**src/rtl/reg_file_pkg.sv**
```systemverilog
// Shared types and default sizes for the spilling register file.
package reg_file_pkg;

    localparam int DEF_DW = 8;
    localparam int DEF_PW = 3;

    typedef enum logic [1:0] {
        IDLE,
        SPILL,
        FILL
    } xfer_state_t;

endpackage

```
**src/rtl/reg_file_xfer_fsm.sv**
```systemverilog
// Spill/fill sequencer: walks idx over every register, one beat per mem_ack.
import reg_file_pkg::*;

module reg_file_xfer_fsm #(
    parameter int PW = DEF_PW
) (
    input  logic          clk,
    input  logic          rst_n,
    input  logic          spill_req,
    input  logic          fill_req,
    input  logic          mem_ack,
    output logic          busy,
    output logic          done,
    output logic          mem_req,
    output logic          mem_we,
    output logic [PW-1:0] mem_addr,
    output logic          fill_we,
    output logic [PW-1:0] fill_idx
);

    localparam logic [PW-1:0] LAST = '1;

    xfer_state_t   state;
    logic [PW-1:0] idx;

    always_ff @(posedge clk or negedge rst_n) begin
        if (!rst_n) begin
            state <= IDLE;
            idx   <= '0;
            done  <= 1'b0;
        end else begin
            done <= 1'b0;
            unique case (state)
                IDLE: begin
                    if (spill_req) begin
                        state <= SPILL;
                        idx   <= '0;
                    end else if (fill_req) begin
                        state <= FILL;
                        idx   <= '0;
                    end
                end
                SPILL, FILL: begin
                    if (mem_ack) begin
                        // idx wraps to 0 on the last beat
                        idx <= idx + 1'b1;
                        if (idx == LAST) begin
                            state <= IDLE;
                            done  <= 1'b1;
                        end
                    end
                end
                default: state <= IDLE;
            endcase
        end
    end

    assign busy     = (state != IDLE);
    assign mem_req  = busy;
    assign mem_we   = (state == SPILL);
    assign mem_addr = idx;
    assign fill_we  = (state == FILL) && mem_ack;
    assign fill_idx = idx;

endmodule

```
**src/rtl/reg_file_spill.sv**
```systemverilog
// Register file with two read ports, one write port and a spill/fill engine.
import reg_file_pkg::*;

module reg_file_spill #(
    parameter int DW     = DEF_DW,
    parameter int PW     = DEF_PW,
    parameter int BYPASS = 0
) (
    input  logic          clk,
    input  logic          rst_n,
    input  logic          wr_en,
    input  logic          alu_src,
    input  logic [PW-1:0] wr_addr,
    input  logic [DW-1:0] dat_in,
    input  logic [DW-1:0] immed,
    input  logic [PW-1:0] rd_addr_a,
    input  logic [PW-1:0] rd_addr_b,
    output logic [DW-1:0] dat_a_out,
    output logic [DW-1:0] dat_b_out,
    input  logic          spill_req,
    input  logic          fill_req,
    output logic          busy,
    output logic          done,
    output logic          mem_req,
    output logic          mem_we,
    output logic [PW-1:0] mem_addr,
    output logic [DW-1:0] mem_wdata,
    input  logic [DW-1:0] mem_rdata,
    input  logic          mem_ack
);

    localparam int NREG = 2 ** PW;

    logic [DW-1:0] core [NREG];
    logic          wr_ok;
    logic [PW-1:0] wr_ptr;
    logic [DW-1:0] wr_data;
    logic          fill_we;
    logic [PW-1:0] fill_idx;

    reg_file_xfer_fsm #(
        .PW(PW)
    ) u_fsm (
        .clk      (clk),
        .rst_n    (rst_n),
        .spill_req(spill_req),
        .fill_req (fill_req),
        .mem_ack  (mem_ack),
        .busy     (busy),
        .done     (done),
        .mem_req  (mem_req),
        .mem_we   (mem_we),
        .mem_addr (mem_addr),
        .fill_we  (fill_we),
        .fill_idx (fill_idx)
    );

    // datapath writes are dropped, not queued, while a transfer runs
    assign wr_ok   = wr_en && !busy;
    assign wr_ptr  = alu_src ? '0 : wr_addr;
    assign wr_data = alu_src ? immed : dat_in;

    always_ff @(posedge clk or negedge rst_n) begin
        if (!rst_n) begin
            for (int i = 0; i < NREG; i++) begin
                core[i] <= '0;
            end
        end else if (fill_we) begin
            core[fill_idx] <= mem_rdata;
        end else if (wr_ok) begin
            core[wr_ptr] <= wr_data;
        end
    end

    always_comb begin
        dat_a_out = core[rd_addr_a];
        dat_b_out = core[rd_addr_b];
        if (BYPASS != 0 && wr_ok) begin
            if (rd_addr_a == wr_ptr) dat_a_out = wr_data;
            if (rd_addr_b == wr_ptr) dat_b_out = wr_data;
        end
    end

    assign mem_wdata = mem_we ? core[mem_addr] : '0;

endmodule

```
**config.mk**
```make
export PLATFORM = sky130hd
export DESIGN_NAME = reg_file_spill
export DESIGN_NICKNAME = d
export VERILOG_FILES = /design/src/rtl/reg_file_pkg.sv /design/src/rtl/reg_file_xfer_fsm.sv /design/src/rtl/reg_file_spill.sv
export SDC_FILE = /design/constraint.sdc
export NUM_CORES = 1
export LEC_CHECK = 0
export CAP_MARGIN = 15
export CORE_UTILIZATION = 51
export CTS_BUF_LIST = sky130_fd_sc_hd__clkbuf_16
export CTS_CLUSTER_SIZE = 30
export DETAILED_ROUTE_END_ITERATION = 8
export PLACE_DENSITY = 0.78
export SLEW_MARGIN = 25
export SYNTH_ARGS = -nofsm -noshare
export SYNTH_HDL_FRONTEND = slang
export SYNTH_HIERARCHICAL = 1
export SYNTH_SLANG_ARGS = --single-unit
```
**constraint.sdc**
```tcl
create_clock -name clk -period 2.1 [get_ports clk]
set_input_delay 0.42 -clock clk [delete_from_list [all_inputs] [get_ports clk]]
set_output_delay 0.42 -clock clk [all_outputs]
set_load 0.02 [all_outputs]
```
### Word level (Yosys, flattened, before mapping)

Cells that the tools add are included.

| cells by class | value |
|---|---|
| muxes and demuxes | 32 |
| bitwise gates (word level) | 4 |
| equality and inequality tests | 6 |
| reduce and logical (&&, ||, !) cells | 12 |
| order comparisons | 6 |
| add/sub/neg operators | 1 |

Operators with widths:

| kind | number |
|---|---|
| $bwmux 64 | 2 |
| $mux 64 | 2 |
| $mux 8 | 10 |
| $bmux 8 s3 | 3 |
| $demux 8 s3 | 2 |
| $ge 4x4->1 const B | 4 |
| $not 3->4 | 4 |
| $mux 3 | 4 |
| $lt 4x1->1 const B | 2 |
| $mux 2 | 4 |
| $pmux 3 s2 | 1 |
| $reduce_and 3->1 | 2 |
| $reduce_bool 2->1 | 3 |
| $logic_and 1x1->1 | 4 |
| $pmux 2 s2 | 1 |
| $add 3x1->3 const B | 1 |
| $eq 3x3->1 const B | 1 |
| $mux 1 | 3 |
| $ne 3x3->1 const B | 1 |
| $eq 2x1->1 const B | 1 |
| $eq 2x2->1 const B | 1 |
| $logic_not 2->1 | 1 |
| $ne 2x1->1 const B | 1 |
| $ne 2x2->1 const B | 1 |
| other kinds (2) | 2 |

| word-level totals | value |
|---|---|
| logic and storage cells | 72 |
| output and inout bits | 31 |
| flip-flop bits (word level) | 70 |

### Logic depth before layout (Yosys ltp)

| depth | value |
|---|---|
| depth in word-level cells | 9 |
| mapped depth | 9 |

### Cells and area by module

Netlist, hierarchy kept.

By module, submodules not included:

| module | instances | cells an instance | seq. area each (µm²) | area an instance (µm²) |
|---|---|---|---|---|
| reg_file_spill | 1 | 467 | 1601.5 | 5013.6 |
| reg_file_xfer_fsm | 1 | 36 | 150.1 | 390.4 |

### Least setup slack after synthesis

OpenSTA, ideal clock, no wires.

| path | value |
|---|---|
| kind | flip-flop to output port |
| from | register u_fsm.idx[0], in the netlist u_fsm/fill_idx[0] |
| to | output mem_wdata[5] |
| data arrival time | 1.970 ns |
| cell stages (with the launch flop) | 6 |
| data required time | 1.680 ns |
| setup slack | -0.290 ns |
| buffers on the path | 3 |
| path through | dfrtp_1 -> buf_4 -> buf_2 -> buf_2 -> mux4_2 -> a22o_1 |

| on the way | value |
|---|---|
| word-level cells in the longest chain between the ends | 5 |

Ends and longest elaborated chain:

| item | line | source |
|---|---|---|
| from (decl) | reg_file_xfer_fsm.sv:24 | `logic [PW-1:0] idx;` |
| from (signal assigned) | reg_file_xfer_fsm.sv:46 | `idx <= idx + 1'b1;` |
| $not 3->4 (not written as such) | reg_file_spill.sv:84 | `assign mem_wdata = mem_we ? core[mem_addr] : '0;` |
| $bmux 8 s3 | reg_file_spill.sv:84 |  |
| $mux 8 (not written as such) (2 in a row) | reg_file_spill.sv:84 |  |
| $mux 8 | reg_file_spill.sv:84 |  |
| to (decl) | reg_file_spill.sv:27 | `output logic [DW-1:0] mem_wdata,` |

Every way passes these cells. The select of a mux whose other input is x is not followed.

### Worst setup path in the final report

| path | value |
|---|---|
| from | register u_fsm.idx[0], in the netlist u_fsm/fill_idx[0] |
| to | output mem_wdata[4] |

Same word-level chain as after synthesis.

==> out/results.ini <==
[run_status]
status=complete, but fails checks
violations=setup timing

[drt]
met1_length_um=7100
postRouteAntennaNets=0
wl_per_cell_um=28.9
drtIter0Drc=713
dr.pass1.iters=6
vias_per_cell=7.46
met3WireLength_um=2790
wl_met2_um=10300
route.final.wire_length_um=22000
drc_errors=0
via_count=5691
highest_layer=met4

[finish]
area_growth_pct=39.0
utilization_pct=73.1
stdcell_area_um2=7510
drive_gt1_share_pct=40.7
fin_nets=667
diodes=0
stdcell_count=763

[synthesis]
synth_seq_area_share_pct=32.4
synth_edf_count=0
synth_top_family_by_area=multiplexers
synth_compound_area_share_pct=17.1
synth_ff_type=dfrtp_1
synth_area_leaders=dfrtp_1 (32%), mux4_2 (20%), nand2_1 (6.2%)
synthMuxAreaShare_pct=25.8
syn_area_per_cell_um2=10.7
ys.warnings.count=6
synth-simple-area-share_pct=16.2
synthArstFlopShare_pct=100
synth.largest_area_cell=dfrtp_1
synthesis.nets=548
yosysTopAreaCellShare_pct=32.4
synth_fa_ha_area_share_pct=1.16
ys_seq_elements=70
syn_area_um2=5400
synth_xor_area_share_pct=0
synthDistinctLibCells=53
synthCells=503

[pwr]
cellPowerDensity_nw_per_um2=1280
p_leak_nw=3.04
ir_drop_v=0.00104
finalPower_mw=9.59

[setup_path]
r2r_cells=8
reg2reg_to=core[12]
path_max_fanout=5
crit_path_start=u_fsm/fill_idx[0]
crit_path_end=mem_wdata[4]
rr_startpoint=u_fsm/state[1]
worstPathRequired_ns=1.68
worstPathArrival_ns=1.91
critical_path_class=flop to output pin
setup.worst_path.end_class=output pin
reg2reg_slack_ns=-0.01
start_kind=flop

[floorplanning]
row_count=37
die-area_um2=11000
coreArea_um2=10300
io_pins=71
die_h_um=105
die_w_um=105
initial_utilization_pct=52.6

[clock_tree]
cts_tree=yes
ctsHoldBuffers=0
ctsLongestPathBuffers=2
cts.sinks=70
root_buffer=clkbuf_16
h-tree-depth=3
numCtsBuffers=9
clk_transition_reported_paths_ns=0.06
clock_latency_ns=0.34

[timing]
max_clock_freq_ghz=0.430
final-setup-viol-count=21
fin_worst_skew_ns=0.00738
min_period_ns=2.33
hold_viol=0
setup_ws_ns=-0.225
final.period_utilization_pct=111
rsz0062_at_grt=yes
finalMaxSlewViolations=0
max_slew_margin_pct=56.2
worst_pin_slew_ns=0.656
hold_ws_ns=0.107

[place]
gp_congestion=0.937
numPortBuffers=70
post-dp-hpwl_um=13600
placement.cell_area_um2=6770
post-place-cells=730

[global_routing]
grt_max_degree=31
grt_usage_pct=40.9
grt_pass1_vias=5699
grt_pass1_wl_um=33000
antenna_found_initial=0
grt_overflow=0

[flow_run]
drv_cap=0

[worst_hold_path]
hold_path_class=input pin to asynchronous set/reset pin

==> registers in the layout, indices dropped and copies added (netlist names) <==
register        flops
core               64
u_fsm/done          1
u_fsm/fill_idx      3
u_fsm/state         2
==> cell families after synthesis <==
group	count (synthesis)
AOI/OAI and AO/OA	111
adders and majority gates	5
buffers and inverters	80
DFF	70
muxes	76
and+or+nand+nor	161
==> placed cells by master (no fill, tap or decap), types with 3 or more instances in the layout <==
cell type,instances
a311o_1,8
a211oi_1,7
mux4_2,48
dfrtp_2,12
a311oi_2,3
dfrtp_1,58
o21ai_1,3
and4b_1,3
a22o_1,7
nand3_1,8
dlygate4sd2_1,5
o221ai_1,31
clkbuf_16,9
and2_1,4
nor2_1,8
nand4bb_1,5
buf_4,77
nand2b_1,4
o21ai_0,4
inv_1,13
buf_6,30
ha_1,5
nand2_1,89
nand4b_1,4
nand4_1,8
mux2_4,12
a32o_1,8
o211ai_1,18
o221ai_2,3
mux2_2,13
clkdlybuf4s50_1,36
nor4b_1,9
a311oi_1,5
mux2i_1,3
inv_6,3
buf_12,16
==> Yosys cell counts (9+ instances only) <==
master	instances
buf_1	12
buf_2	20
clkbuf_1	13
dfrtp_1	70
inv_1	14
mux2_2	24
mux4_2	48
nand2_1	89
nor4b_1	9
o211ai_1	18
o221ai_1	34
==> layer usage <==
layer | GRT usage, % | vias to the layer above
met3 | 13.4 | 189
met5 | 0 | -
met1 | 47.9 | 2729
met4 | 27.1 | 0
met2 | 64.3 | 547
li1 | - | 2226
==> power breakdown <==
group | leakage [nW] | switching (mW) | internal [mW] | total [mW]
Combinational | 2.03 | 2.34 | 2.84 | 5.18
Clock | 0.157 | 0.671 | 1.06 | 1.73
Sequential | 0.847 | 0.769 | 1.91 | 2.68
==> metrics by stage <==
step	worst slack, ns	TNS [ns]
floorplan	-0.00689	-0.00689
global placement	-0.777	-21.70
detailed placement	-0.822	-23.22
CTS	-0.211	-1.52
global route	-0.253	-2.16
finish	-0.225	-1.76
==> worst min path at each step <==
stage / startpoint / depth (start not counted) / slack [ns] / end
after global placement: rst_n / 1 / 0.45 / core[44]
after detailed placement: rst_n / 1 / 0.46 / core[52]
after global routing: rst_n / 1 / 0.13 / core[52]
final: rst_n / 1 / 0.11 / core[44]
after floorplan: rst_n / 0 / 0.12 / core[0]
after CTS: rst_n / 1 / 0.11 / core[28]
==> repair_timing <==
item	in CTS	in global routing
endpoints found under the setup margin	35	51
buffers inserted	9	2
resized for setup	172	46
gates cloned	6	2
pin swaps	8	8
==> critical path, cell delays in order (launching register included) <==
cell     delay [ns]
dfrtp_2        0.43
buf_12         0.16
buf_6          0.10
mux4_2         0.49
a22o_1         0.25
buf_6          0.14
==> layout make-up <==
class / count / area [µm²]
Sequential cell: 70 / 1770
Fill cell: 675 / 2770
Timing Repair Buffer: 172 / 1790
Tap cell: 136 / 170
Multi-Input combinational cell: 354 / 3400
Clock inverter: 7 / 103
Inverter: 15 / 56.3
Clock buffer: 9 / 225
(Power assumes the default switching activity.)
